### src/rtl/regfile_writeback_queue.sv
// In-order write-back queue in front of the register-file write port.
// Exposes a pending-write scoreboard and newest-value forwarding for decode.
module regfile_writeback_queue #(
  parameter int DATA_WIDTH = 32,
  parameter int ADDR_WIDTH = 3,
  parameter int DEPTH      = 4
) (
  input  logic                      clk,
  input  logic                      rst,
  input  logic                      in_valid,
  output logic                      in_ready,
  input  logic [ADDR_WIDTH-1:0]     in_reg,
  input  logic [DATA_WIDTH-1:0]     in_data,
  input  logic                      drain_en,
  output logic [ADDR_WIDTH-1:0]     write_reg,
  output logic [DATA_WIDTH-1:0]     write_data,
  output logic                      reg_write,
  input  logic [ADDR_WIDTH-1:0]     lookup_reg,
  output logic                      fwd_hit,
  output logic [DATA_WIDTH-1:0]     fwd_data,
  output logic [(1<<ADDR_WIDTH)-1:0] pending,
  output logic [$clog2(DEPTH):0]    count
);

  localparam int PW   = $clog2(DEPTH);
  localparam int CW   = PW + 1;
  localparam int NREG = 1 << ADDR_WIDTH;

  logic [ADDR_WIDTH-1:0] mem_reg_q  [DEPTH];
  logic [ADDR_WIDTH-1:0] mem_reg_d  [DEPTH];
  logic [DATA_WIDTH-1:0] mem_data_q [DEPTH];
  logic [DATA_WIDTH-1:0] mem_data_d [DEPTH];
  logic [PW-1:0]         head_q, head_d;
  logic [PW-1:0]         tail_q, tail_d;
  logic [CW-1:0]         count_q, count_d;
  logic [ADDR_WIDTH-1:0] write_reg_q, write_reg_d;
  logic [DATA_WIDTH-1:0] write_data_q, write_data_d;
  logic                  reg_write_q, reg_write_d;
  logic                  push, pop;

  // Handshake: a result transfers on a rising edge where in_valid && in_ready;
  // the producer holds reg/data stable until then. in_ready depends only on
  // occupancy, so a full queue never accepts even when it pops that edge.
  assign in_ready = (count_q != CW'(DEPTH));
  assign push     = in_valid && in_ready;
  assign pop      = drain_en && (count_q != '0);

  always_comb begin
    mem_reg_d    = mem_reg_q;
    mem_data_d   = mem_data_q;
    head_d       = head_q;
    tail_d       = tail_q;
    count_d      = count_q;
    write_reg_d  = write_reg_q;
    write_data_d = write_data_q;
    reg_write_d  = 1'b0;

    if (push) begin
      mem_reg_d[tail_q]  = in_reg;
      mem_data_d[tail_q] = in_data;
      tail_d             = tail_q + PW'(1);
    end

    if (pop) begin
      write_reg_d  = mem_reg_q[head_q];
      write_data_d = mem_data_q[head_q];
      reg_write_d  = 1'b1;
      head_d       = head_q + PW'(1);
    end

    case ({push, pop})
      2'b10:   count_d = count_q + CW'(1);
      2'b01:   count_d = count_q - CW'(1);
      default: count_d = count_q;
    endcase
  end

  always_ff @(posedge clk or posedge rst) begin
    if (rst) begin
      for (int i = 0; i < DEPTH; i++) begin
        mem_reg_q[i]  <= '0;
        mem_data_q[i] <= '0;
      end
      head_q       <= '0;
      tail_q       <= '0;
      count_q      <= '0;
      write_reg_q  <= '0;
      write_data_q <= '0;
      reg_write_q  <= 1'b0;
    end else begin
      mem_reg_q    <= mem_reg_d;
      mem_data_q   <= mem_data_d;
      head_q       <= head_d;
      tail_q       <= tail_d;
      count_q      <= count_d;
      write_reg_q  <= write_reg_d;
      write_data_q <= write_data_d;
      reg_write_q  <= reg_write_d;
    end
  end

  // Sources are scanned oldest first, so a later (newer) match overrides:
  // output stage, then queue entries from head towards tail.
  always_comb begin
    logic [PW-1:0] idx;
    fwd_hit  = 1'b0;
    fwd_data = '0;
    pending  = '0;
    idx      = '0;
    if (reg_write_q) begin
      pending[write_reg_q] = 1'b1;
      if (write_reg_q == lookup_reg) begin
        fwd_hit  = 1'b1;
        fwd_data = write_data_q;
      end
    end
    for (int i = 0; i < DEPTH; i++) begin
      idx = head_q + PW'(i);
      if (CW'(i) < count_q) begin
        pending[mem_reg_q[idx]] = 1'b1;
        if (mem_reg_q[idx] == lookup_reg) begin
          fwd_hit  = 1'b1;
          fwd_data = mem_data_q[idx];
        end
      end
    end
  end

  assign write_reg  = write_reg_q;
  assign write_data = write_data_q;
  assign reg_write  = reg_write_q;
  assign count      = count_q;

  logic unused_nreg;
  assign unused_nreg = (NREG == 0);

endmodule

### config.mk
export PLATFORM = sky130hd
export DESIGN_NAME = regfile_writeback_queue
export DESIGN_NICKNAME = d
export VERILOG_FILES = /design/src/rtl/regfile_writeback_queue.sv
export SDC_FILE = /design/constraint.sdc
export NUM_CORES = 1
export LEC_CHECK = 0
export CAP_MARGIN = 20
export CORE_MARGIN = 3
export CORE_UTILIZATION = 50
export DETAILED_ROUTE_END_ITERATION = 8
export DONT_BUFFER_PORTS = 1
export GPL_TIMING_DRIVEN = 0
export SKIP_CTS_REPAIR_TIMING = 1
export SYNTH_ARGS = -nofsm -noshare
export SYNTH_HDL_FRONTEND = slang
export SYNTH_SLANG_ARGS = --single-unit
### constraint.sdc
create_clock -name clk -period 8.9 [get_ports clk]
set_input_delay 2.67 -clock clk [delete_from_list [all_inputs] [get_ports clk]]
set_output_delay 2.67 -clock clk [all_outputs]
set_load 0.005 [all_outputs]
Word level (Yosys, flattened, before mapping):

Index checks and enable logic that the tools add are counted.

* reduce and logical (&&, ||, !) cells: 10
* muxes and demuxes: 67
* bitwise operators: 9
* add/subtract/negate cells: 6
* $lt $le $gt $ge: 20
* equal/unequal tests: 8

Operators with widths (number)
* $mux W32: 19
* $bmux W32 S2: 4
* $bwmux W128: 1
* $demux W32 S2: 1
* $mux W8: 5
* $or A8 B8 Y8: 4
* $mux W3: 9
* $bmux W3 S2: 4
* $lt A3 B4 Y1 const B: 5
* $mux W1: 16
* $demux W1 S3: 5
* $eq A3 B3 Y1: 5
* $ge A3 B1 Y1 const B: 5
* $ge A3 B3 Y1 const B: 5
* $not A2 Y3: 5
* $bwmux W12: 1
* $logic_and A1 B1 Y1: 8
* $demux W3 S2: 1
* $lt A1 B3 Y1 const A: 2
* $lt A2 B3 Y1 const A: 2
* $pmux W3 S2: 1
* $add A2 B1 Y2 const B: 2
* $add A2 B2 Y2 const B: 2
* $add A3 B1 Y3 const B: 1
* other kinds (7): 7

* input port bits: 42
* output and inout port bits: 81
* bits in registers: 183

Depth between registers and ports, before layout:

Gate-level depths: netlist of the first run.

* depth after elaboration: 16
* mapped depth: 10
* depth with buffers taken out: 9

Worst setup path before layout of the first run:

Ideal clock, no wire load.

* path kind: in2out
* start point: input lookup_reg[1]
* end point: output fwd_data[10]
* slack: 1.932 ns
* cell stages on the path: 8
* path buffers: 2
* arrival: 4.298 ns
* cell sequence: clkbuf_1 xnor2_1 nand4_1 a41oi_2 buf_2 a221oi_2 a211o_1 a31oi_1

* word-level cells in the longest chain between the ends: 11

Ends and longest elaborated chain
* start: declaration: RTL line 18 `input logic [ADDR_WIDTH-1:0] lookup_reg,`
* $eq A3 B3 Y1: RTL line 112 `if (write_reg_q == lookup_reg) begin`
* $mux W32: RTL line 112
* $mux W32: RTL line 110 `if (reg_write_q) begin`
* $mux W32: RTL line 121 `if (mem_reg_q[idx] == lookup_reg) begin`
* $mux W32: RTL line 119 `if (CW'(i) < count_q) begin`
* $mux W32: RTL line 121
* $mux W32: RTL line 119
* $mux W32: RTL line 121
* $mux W32: RTL line 119
* $mux W32: RTL line 121
* $mux W32 (*): RTL line 119
* end: declaration: RTL line 20 `output logic [DATA_WIDTH-1:0] fwd_data,`

Every way passes the cells marked *; elsewhere a longest branch is shown, timed or not.

Worst setup path after layout of the first run:

Same ends and word-level chain as after synthesis.

==> summary.txt, run 1 <==
status -> finished, final reports clean
CP max stage cell -> a41oi_2
GRT Util Overall -> 0.269
Worst Setup Start Kind -> input pin
f_max -> 130 MHz
sequential fraction of the synthesis area -> 0.371
FP Rows -> 56
ant diodes -> 0
fraction of layout instances using a drive strength above 1 -> 0.445
register area -> 4580 µm²
CTS tree -> done
commonest non-fill, non-tap cells in the layout -> 183 x dfrtp_1, 177 x mux2_2, 136 x mux4_2, 55 x nand2_1, 44 x nor2_1
type of the worst min-delay path -> flop to flop
Placement Cell Area -> 12800 µm²
crit path max fanout -> 10
Layout fillers -> 1947
CTS H-tree depth -> 4
cell area after synthesis -> 12300 µm²
max_cap viols -> 0
total power draw -> 6.65 mW
initial core utilization -> 0.518
WL/cell -> 27.6 µm
Nets -> 984
CP top delay family -> compound AO/OA/AOI/OAI gates
Setup WS pre-CTS -> 1.24 ns
Worst-Skew Late Latency -> 0.43 ns
Hold Path Depth -> 1
max FFs per register -> 128
CTS Root Cell -> clkbuf_16
R2R cell count -> 7
Remaining DRCs -> 0
post-synthesis register bit count -> 183
HP Start -> mem_reg_q[11]
largest net degree at the start of global routing -> 132
first-pass GRT wire length -> 53900 µm
endpoints failing setup -> 0
Worst-Margin Slew -> 0.935 ns
Crit path buffers/inverters -> 2
CP Capture Type -> primary output
crit path time final -> 7.72 ns
YS warnings -> 0
P_leak -> 5.23 nW
Slew Viols, Final -> 0
EDFF count, synth -> 0
post-synth cell types -> 42
Ports -> 123
vias in the first global route -> 8899
die width -> 163 µm
Stages on worst setup path -> 8
clk buf depth -> 2
dominant cell type by area after synthesis -> dfrtp_1
Rel. slew slack -> 0.377
Area Growth Syn to Fin -> 8.29%
Setup TNS Final -> 0 ns
DR iter-0 viols -> 910
via count -> 8598
vias per cell -> 6.80
reg-to-reg endpoint -> write_data[0]
Fin. Hold Viols -> 0
Synth area leaders -> dfrtp_1 37%, mux4_2 25%, mux2_2 16%
crit path launch -> lookup_reg[1]
Mean Syn Cell Area -> 13.5 µm²
total gr overflow -> 0
Gate Count Post-Synth -> 913
ys async rst share -> 1.00
First-pass DRT Iterations -> 6
Buffers on Ports -> 0
Clock Sinks -> 183
DPL Wire Length -> 24300 µm
Routed Antenna Nets -> 0
RSZ-0062 raised after global routing -> false
Reg-to-Reg Start -> count[0]
final WL -> 34900 µm
post-synth top area share -> 0.371
initial antenna violation count -> 0
Reg2Reg Setup Slack -> 5.75 ns
area of the multi-input gates -> 7160 µm²
CTS clk-pin slew, worst paths -> 0.07 ns
Critical Path AT -> 5.05 ns
Num CTS Buffers -> 17
VDD IR-drop max -> 0.166 mV
Vert. Die Dim -> 163 µm
WS Path Type -> input pin to primary output
clk_skew -> 0.0126 ns
final period utilization -> 0.868
design area -> 13400 µm²
WP data required -> 6.23 ns
Reg with most FFs -> mem_data_q
Placer Congestion -> 0.928
cells along the critical path -> clkbuf_1 > xnor2_1 > nand4_1 > a41oi_2 > buf_2 > a221oi_2 > a211o_1 > a31oi_1
Mapped Nets -> 964
Power Density -> 498 nW/µm²
final core utilization -> 0.561
most common cell after layout, fill and taps aside -> dfrtp_1
max incr delay on CP -> 0.52 ns
Worst Hold Path EP -> mem_reg_q[11]
worst setup margin -> 1.18 ns
Top FF cell, synth -> dfrtp_1
Core Region -> 23800 µm²
Die ar. -> 26600 µm²
## cell usage after synthesis, types with 2 or more instances
library cell	n
o32ai_1	2
clkbuf_1	34
or2_2	4
and4_1	2
dfrtp_1	183
ha_1	9
mux4_2	136
o221ai_1	4
mux2_2	177
inv_1	42
o22ai_1	7
a221oi_1	3
buf_2	26
a211o_1	32
nand2b_1	9
a221oi_2	29
nand2_1	55
a31oi_1	32
nor3_1	3
xor2_1	5
buf_8	3
buf_1	7
xnor2_1	16
buf_4	9
mux2_1	2
buf_6	3
nor2_1	44
nand4_1	3
and2_1	2
or3_1	3
nand3_1	2
o21ai_0	6
mux2i_1	10
## kinds of logic after synthesis
logic type	after synthesis	synth area share
multiplexers	325	0.420
flip-flops	183	0.371
AND/OR/NAND/NOR	130	0.0465
buffers and inverters	125	0.0481
AO/OA/AOI/OAI	120	0.0904
XOR/XNOR	21	0.0149
adder cells (fa/ha/maj)	9	0.00913
## how the worst max path moves through the flow
stage | end | slack (ns)
floorplan | count[0] | 1.26
global placement | write_data[24] | -0.49
detailed placement | fwd_data[10] | 1.24
CTS | fwd_data[10] | 1.23
global route | fwd_data[10] | 1.02
finish | fwd_data[10] | 1.18
## stage by stage
stage               hold slack, ns  instances
floorplan                    0.523        913
global placement             0.536       1232
detailed placement           0.562       1233
CTS                          0.577       1265
global route                 0.593       1265
finish                       0.577       1265
## final cells by class
class,instances,share of cell area
Tap cell,319,0.0299
Sequential cell,183,0.343
Inverter,42,0.0124
Timing Repair Buffer,1,0.00206
Clock inverter,11,0.0103
Multi-Input combinational cell,605,0.536
Clock buffer,21,0.0337
Buffer,83,0.0326
## worst reg2reg max path, stage by stage, from the launching register on
cell and delay (ns):
dfrtp_1 0.48, inv_1 0.14, ha_1 0.19, inv_1 0.04, o21ai_0 0.58, clkbuf_1 0.61, clkbuf_1 0.58, mux2_2 0.42
## metal layers
metal | share of wire | track usage | vias up
met3 | 0.089 | 0.0746 | 56
met1 | 0.38 | 0.343 | 4535
li1 | - | - | 3606
met4 | 0.018 | 0.0727 | 0
met2 | 0.51 | 0.455 | 401
met5 | 0 | 0 | -
## where the power goes
group	total [mW]	internal (mW)	leakage, nW	switching (mW)
combinational	4.09	2.11	2.78	1.98
clock	0.770	0.427	0.277	0.342
sequential	1.79	1.27	2.17	0.520
Note: power is estimated with default switching activity, not from simulation.
==> run 2: changes to the inputs <==
Settings changed: TNS_END_PERCENT set to 1.
==> results of run 2 <==
No change in the layout: final DEF, timing and power equal those of run 1.
